**src/rtl/pr_bus_arbiter.sv**
```systemverilog
// Round-robin arbiter sharing one peripheral bus between two masters, with a watchdog timeout.
// Latency: a request sampled at cycle N drives s_req at N+1; an ack at N+1 gives done at N+2.
// Backpressure: slave outputs are held until s_ack or timeout; masters hold req until their done pulse.
module pr_bus_arbiter #(
    parameter int ADDR_W  = 32,
    parameter int DATA_W  = 32,
    parameter int TIMEOUT = 255
) (
    input  logic              clk,
    input  logic              reset,
    input  logic              m0_req,
    input  logic [ADDR_W-1:0] m0_addr,
    input  logic [3:0]        m0_be,
    input  logic [DATA_W-1:0] m0_wd,
    input  logic              m0_we,
    output logic              m0_done,
    output logic [DATA_W-1:0] m0_rd,
    output logic              m0_err,
    input  logic              m1_req,
    input  logic [ADDR_W-1:0] m1_addr,
    input  logic [3:0]        m1_be,
    input  logic [DATA_W-1:0] m1_wd,
    input  logic              m1_we,
    output logic              m1_done,
    output logic [DATA_W-1:0] m1_rd,
    output logic              m1_err,
    output logic              s_req,
    output logic [ADDR_W-1:0] s_addr,
    output logic [3:0]        s_be,
    output logic [DATA_W-1:0] s_wd,
    output logic              s_we,
    input  logic              s_ack,
    input  logic [DATA_W-1:0] s_rd,
    output logic              owner
);

    localparam int CNT_W = $clog2(TIMEOUT) + 1;
    localparam logic [CNT_W-1:0] CNT_LAST = CNT_W'(TIMEOUT - 1);

    typedef enum logic [1:0] {
        IDLE = 2'd0,
        BUSY = 2'd1,
        DONE = 2'd2
    } state_t;

    state_t            state;
    logic              rrLast;
    logic [CNT_W-1:0]  cnt;

    logic              anyReq;
    logic              winner;
    logic [ADDR_W-1:0] winAddr;
    logic [3:0]        winBe;
    logic [DATA_W-1:0] winWd;
    logic              winWe;

    // On a tie the master that did not win last time gets the bus.
    assign anyReq  = m0_req | m1_req;
    assign winner  = (m0_req & m1_req) ? ~rrLast : m1_req;
    assign winAddr = winner ? m1_addr : m0_addr;
    assign winBe   = winner ? m1_be   : m0_be;
    assign winWd   = winner ? m1_wd   : m0_wd;
    assign winWe   = winner ? m1_we   : m0_we;

    always_ff @(posedge clk or negedge reset) begin
        if (!reset) begin
            state   <= IDLE;
            rrLast  <= 1'b1;
            cnt     <= '0;
            s_req   <= 1'b0;
            s_we    <= 1'b0;
            s_addr  <= '0;
            s_be    <= '0;
            s_wd    <= '0;
            owner   <= 1'b0;
            m0_done <= 1'b0;
            m0_rd   <= '0;
            m0_err  <= 1'b0;
            m1_done <= 1'b0;
            m1_rd   <= '0;
            m1_err  <= 1'b0;
        end else begin
            m0_done <= 1'b0;
            m1_done <= 1'b0;
            case (state)
                IDLE: begin
                    if (anyReq) begin
                        state  <= BUSY;
                        s_req  <= 1'b1;
                        s_addr <= winAddr;
                        s_be   <= winBe;
                        s_wd   <= winWd;
                        s_we   <= winWe;
                        owner  <= winner;
                        rrLast <= winner;
                        cnt    <= '0;
                    end
                end
                BUSY: begin
                    if (s_ack) begin
                        if (owner) begin
                            m1_rd   <= s_rd;
                            m1_err  <= 1'b0;
                            m1_done <= 1'b1;
                        end else begin
                            m0_rd   <= s_rd;
                            m0_err  <= 1'b0;
                            m0_done <= 1'b1;
                        end
                        state <= DONE;
                        s_req <= 1'b0;
                        s_we  <= 1'b0;
                    end else if (cnt == CNT_LAST) begin
                        // Slave never answered: complete with an error so the master cannot hang.
                        if (owner) begin
                            m1_rd   <= '0;
                            m1_err  <= 1'b1;
                            m1_done <= 1'b1;
                        end else begin
                            m0_rd   <= '0;
                            m0_err  <= 1'b1;
                            m0_done <= 1'b1;
                        end
                        state <= DONE;
                        s_req <= 1'b0;
                        s_we  <= 1'b0;
                    end else begin
                        cnt <= cnt + CNT_W'(1);
                    end
                end
                DONE: begin
                    state <= IDLE;
                end
                default: begin
                    state <= IDLE;
                end
            endcase
        end
    end

endmodule

```
**config.mk**
```make
export PLATFORM = sky130hd
export DESIGN_NAME = pr_bus_arbiter
export DESIGN_NICKNAME = d
export VERILOG_FILES = /design/src/rtl/pr_bus_arbiter.sv
export SDC_FILE = /design/constraint.sdc
export NUM_CORES = 1
export LEC_CHECK = 0
export ABC_CLOCK_PERIOD_IN_PS = 2100
export BUFFER_PORTS_ARGS = -buffer_cell sky130_fd_sc_hd__buf_2
export CORE_UTILIZATION = 35
export CTS_BUF_LIST = sky130_fd_sc_hd__clkbuf_8
export DETAILED_ROUTE_END_ITERATION = 8
export PLACE_DENSITY_LB_ADDON = 0.12
export SYNTH_ARGS = -nofsm -noshare
export SYNTH_HDL_FRONTEND = slang
export SYNTH_SLANG_ARGS = --single-unit
```
**constraint.sdc**
```tcl
create_clock -name clk -period 2.1 [get_ports clk]
set_input_delay 0.105 -clock clk [delete_from_list [all_inputs] [get_ports clk]]
set_output_delay 0.105 -clock clk [all_outputs]
set_load 0.02 [all_outputs]
```
; ---- After elaboration in Yosys (flattened, before gate mapping)
; Index checks and enable logic that the tools add are counted.
[totals]
reg_bits = 151
latchBits = 0
ram_bits = 0
rom_bits = 0
output_inout_bits = 139
wordCells = 78
memories = 0
[op_classes]
add_sub_neg = 1
n_mul = 0
div_mod_pow = 0
magnitude_cmp = 0
n_eq_ne = 6
shift = 0
n_mux = 43
bitwise = 4
n_reduce_logical = 9
[ops]
columns = op, n
row1 = 2-to-1 mux 32 bit, 10
row2 = 2-to-1 mux 9 bit, 3
row3 = 2-to-1 mux 1 bit, 22
row4 = one-hot mux 9 bit (2 select lines), 1
row5 = "adder 9 x 1 -> 9 bit, second input constant", 1
row6 = "equality test 9 x 8 -> 1 bit, second input constant", 1
row7 = AND reduction 3 bit, 3
row8 = 2-to-1 mux 2 bit, 3
row9 = "!= test 2 bit, second input constant", 3
row10 = 2-to-1 mux 4 bit, 1
row11 = one-hot mux 1 bit (2 select lines), 2
row12 = one-hot mux 2 bit (2 select lines), 1
row13 = AND reduction 2 bit, 2
row14 = AND reduction 4 bit, 1
row15 = nonzero test 2 bit, 2
row16 = "!= test 3 bit, second input constant", 1
row17 = "equality test 2 x 1 -> 1 bit, second input constant", 1
row18 = zero test 2 bit, 1
row19 = NOT 1 bit, 2
row20 = AND 1 bit, 1
row21 = OR 1 bit, 1

; ---- Logic depth before layout (Yosys ltp)
[logic_depth]
ltp_word = 5
mapped_depth = 7
mapped_depth_nobuf = 6

; ---- Worst setup path after synthesis
; OpenSTA, ideal clock, no wires.
[synth_path]
path_kind = register to register
start = register cnt[0]
end = register m1_rd[4]
setup_ns = 0.122
t_arrival_ns = 1.509
required_ns = 1.978
setup_slack_ns = 0.469
path_stages_with_launch = 8
synth_period_minus_slack_ns = 1.631
path_cell_list = dfrtp_1 inv_1 ha_1 nand4b_1 nor2_1 o211ai_1 buf_2 a32o_1
[synth_between]
elab_chain_cells = 3
[synth_rtl]
columns = item, line_no
row1 = from (decl), 48  ; logic [CNT_W-1:0] cnt;
row2 = from (signal assigned), 128  ; cnt <= cnt + CNT_W'(1);
row3 = equality test 9 x 8 -> 1 bit, 113  ; end else if (cnt == CNT_LAST) begin
row4 = nonzero test 2 bit (no source line), n/a
row5 = AND reduction 3 bit (no source line), n/a
row6 = to (signal assigned), 102  ; m1_rd <= s_rd;
row7 = to (decl), 25  ; output logic [DATA_W-1:0] m1_rd,
; Every way passes these cells.
; A chain may end at the register's enable or synchronous reset.

; ---- Worst setup path after layout
[layout_path]
start = register rrLast
end = register s_addr[16]
[layout_between]
elab_chain_cells = 3
[layout_rtl]
columns = item, line_no
row1 = from (decl), 47  ; logic rrLast;
row2 = from (signal assigned), 95  ; rrLast <= winner;
row3 = NOT 1 bit, 59  ; assign winner = (m0_req & m1_req) ? ~rrLast : m1_req;
row4 = 2-to-1 mux 1 bit, 59
row5 = 2-to-1 mux 32 bit, 60  ; assign winAddr = winner ? m1_addr : m0_addr;
row6 = to (signal assigned), 90  ; s_addr <= winAddr;
row7 = to (decl), 28  ; output logic [ADDR_W-1:0] s_addr,
; Every way passes these cells.

==> flow_metrics.env <==
export IMPL_status="finished, final reports clean"
export IMPL_cts_tree="yes"
export IMPL_min_path_type="in -> reg"
export IMPL_drt_initial_drc_count=251
export IMPL_grt_max_degree=78
export IMPL_antenna_found_initial=0
export IMPL_grt_pass1_wl_microns=31760
export IMPL_clk_latency_ps=440
export IMPL_wl_per_cell_microns=15.84
export IMPL_period_needed_ps=1985
export IMPL_grt_pass1_vias=6457
export IMPL_grt_usage=0.2209
export IMPL_nNetsFinal=1219
export IMPL_final_hold_violation_count=0
export IMPL_yosys_warnings=0
export IMPL_cp_required_ps=2460
export IMPL_cts_root_buf="clkbuf_8"
export IMPL_worst_pin_slew_ps=741.9
export IMPL_first_pass_iters=4
export IMPL_diodes=0
export IMPL_ys_flop_type="dfrtp_1"
export IMPL_ir_drop_v=0.0006328
export IMPL_io_pins=314
export IMPL_synth_edff_count=0
export IMPL_totalWireLength_microns=20260
export IMPL_netlist_area_sq_mm=0.006331
export IMPL_relSlewSlack=0.5035
export IMPL_cap_viol_max_count=0
export IMPL_rsz0062_at_grt="no"
export IMPL_final_core_util=0.5945
export IMPL_clock_sinks=151
export IMPL_multiInputGateArea_sq_mm=0.002379
export IMPL_fin_crit_sh=0.9454
export IMPL_leakage_uw=0.005122
export IMPL_syn2layout_area_growth_pct=64.11
export IMPL_via_count=6220
export IMPL_start_kind="register"
export IMPL_io_buffer_count=313
export IMPL_core_area_sq_mm=0.01748
export IMPL_routabilityCongestion=0.7962
export IMPL_dieArea_sq_mm=0.01863
export IMPL_die_h_microns=136.5
export IMPL_power_uw=13540
export IMPL_grt_overflow=0
export IMPL_fin_skew_ps=11.04
export IMPL_path_clk_slew_ps=90
export IMPL_critPathMaxFanout=19
export IMPL_drc_errors=0
export IMPL_synth_seq_area_share=0.5970
export IMPL_ant_nets=0
export IMPL_avgSynthCellArea_sq_um=11.35
export IMPL_syn_inst=558
export IMPL_worstPathArrival_ps=2340
export IMPL_ys_types=35
export IMPL_numCtsBuffers=17
export IMPL_vias_per_cell=4.863
export IMPL_tns_ps=0
export IMPL_start_util=0.3623
export IMPL_drive_gt1_frac=0.3539
export IMPL_pwr_density_cell_mw_per_mm2=1303
export IMPL_syn_num_nets=735
export IMPL_cts_max_path_buffers=2
export IMPL_regArea_sq_mm=0.003780
export IMPL_dp_hpwl_microns=13110
export IMPL_end_kind="register"
export IMPL_n_fill_cell=1451
export IMPL_fmax_ghz=0.5037
export IMPL_setup_viol=0
export IMPL_ys_async_sr_fraction=1.000
export IMPL_ys_seq_elements=151
export IMPL_htree_levels=4
export IMPL_maxSlewViolCount=0
export IMPL_rows=48
export IMPL_die_x_microns=136.5
export IMPL_path_class="reg -> reg"
## cells by family (layout without fill, tap and decap cells)
logic type               after synthesis  count (layout)  synth area share
adder cells (fa/ha/maj)                2               2          0.003952
AND/OR/NAND/NOR                      128             128           0.08380
AO/OA/AOI/OAI                        162             162            0.1747
buffers and inverters                 46             542           0.03142
flip-flops                           151             151            0.5970
multiplexers                          69              69            0.1091
## sequential cells by signal, indices dropped and copies added, names as in the netlist
signal / flops
state: 2
rrLast: 1
s_be: 4
s_wd: 32
s_we: 1
m0_err: 1
cnt: 9
m0_done: 1
m0_rd: 32
s_req: 1
owner: 1
m1_done: 1
s_addr: 32
m1_rd: 32
m1_err: 1
## timing repair
| item | 4_1_cts | 5_1_grt |
|---|---|---|
| hold endpoints to repair | 284 | 0 |
| setup buffers | 0 | 1 |
| gates resized for setup | 0 | 1 |
| hold buffers | 171 | 0 |
| setup endpoints to repair | 0 | 42 |
## Yosys cell counts (all sizes together), types with 2 or more instances
| library cell | instances | area [sq um] |
|---|---|---|
| o211ai | 4 | 30.03 |
| nand2 | 100 | 375.4 |
| inv | 3 | 11.26 |
| nand3 | 10 | 50.05 |
| nor2 | 6 | 22.52 |
| buf | 21 | 105.1 |
| a32o | 10 | 100.1 |
| o2bb2ai | 54 | 473.0 |
| a21oi | 6 | 30.03 |
| or4 | 2 | 15.01 |
| mux2i | 69 | 690.7 |
| nand4 | 2 | 12.51 |
| a31oi | 5 | 31.28 |
| clkbuf | 21 | 78.83 |
| o21ai | 74 | 370.4 |
| ha | 2 | 25.02 |
| a21boi | 2 | 15.01 |
| o21a | 2 | 15.01 |
| dfrtp | 150 | 3754 |
## power breakdown
group | internal, uW | switching [uW] | total (uW) | leakage, uW
Clock | 1070 | 1090 | 2160 | 0.000190
Sequential | 4220 | 745 | 4960 | 0.00189
Combinational | 2480 | 3930 | 6410 | 0.00304
## cells in the final DEF, fill, tap and decap left out, types with 3 or more instances in the layout
master         synthesis  layout
nand3_1               10      10
o2bb2ai_1             54      54
buf_2                 21     312
a32o_1                10      10
nand2_1              100     100
clkinvlp_4             0       3
a31oi_1                5       5
o21ai_0               73      73
clkinv_2               0       6
buf_12                 0       8
mux2i_1               69      69
clkbuf_8               0      18
inv_1                  3       3
a21oi_1                6       6
buf_4                  0      15
dfrtp_1              150     150
o211ai_1               4       4
dlygate4sd3_1          0     171
nor2_1                 6       6
## through the flow
step | instance area [sq um] | setup slack (ps) | cells | hold slack [ps]
after floorplan | 6331 | 469.0 | 558 | -190.6
after CTS | 10380 | 28.84 | 1278 | 12.79
after global placement | 8289 | 244.7 | 1076 | 42.27
final | 10390 | 114.6 | 1279 | 36.70
after detailed placement | 8289 | 121.0 | 1076 | 45.73
after global routing | 10390 | 49.15 | 1279 | 30.02
## final timing paths
| check | depth (start not counted) | slack [ps] | from | end |
|---|---|---|---|---|
| worst min-delay path | 3 | 40 | m0_addr[0] | s_addr[0] |
| worst min register to register | 2 | 470 | s_wd[24] | s_wd[24] |
| max in group asynchronous | 3 | 1300 | reset | rrLast |
| worst max-delay path | 6 | 110 | rrLast | s_addr[16] |
| min in group asynchronous | 2 | 140 | reset | m1_rd[9] |
| worst max register to register | 6 | 110 | rrLast | s_addr[16] |
## layer usage
metal,wire [microns],share of wire,GRT usage
met2,10230,0.50,0.3801
met4,574,0.028,0.09815
met3,1301,0.064,0.05926
met5,0,0,0
met1,8158,0.40,0.2569
## final cells by class
class	count	share of cell area
Sequential cell	151	0.3638
Inverter	4	0.001445
Clock inverter	13	0.01252
Multi-Input combinational cell	361	0.2289
Timing Repair Buffer	507	0.3424
Tap cell	225	0.02710
Clock buffer	18	0.02384
## worst max-delay path, cell delays in order (launching register included)
cell and delay (ps):
dfstp_2 570, a21boi_4 70, buf_12 170, buf_4 180, mux2i_1 110, dlygate4sd3_1 570
o21ai_0 210
(Power assumes the default switching activity.)
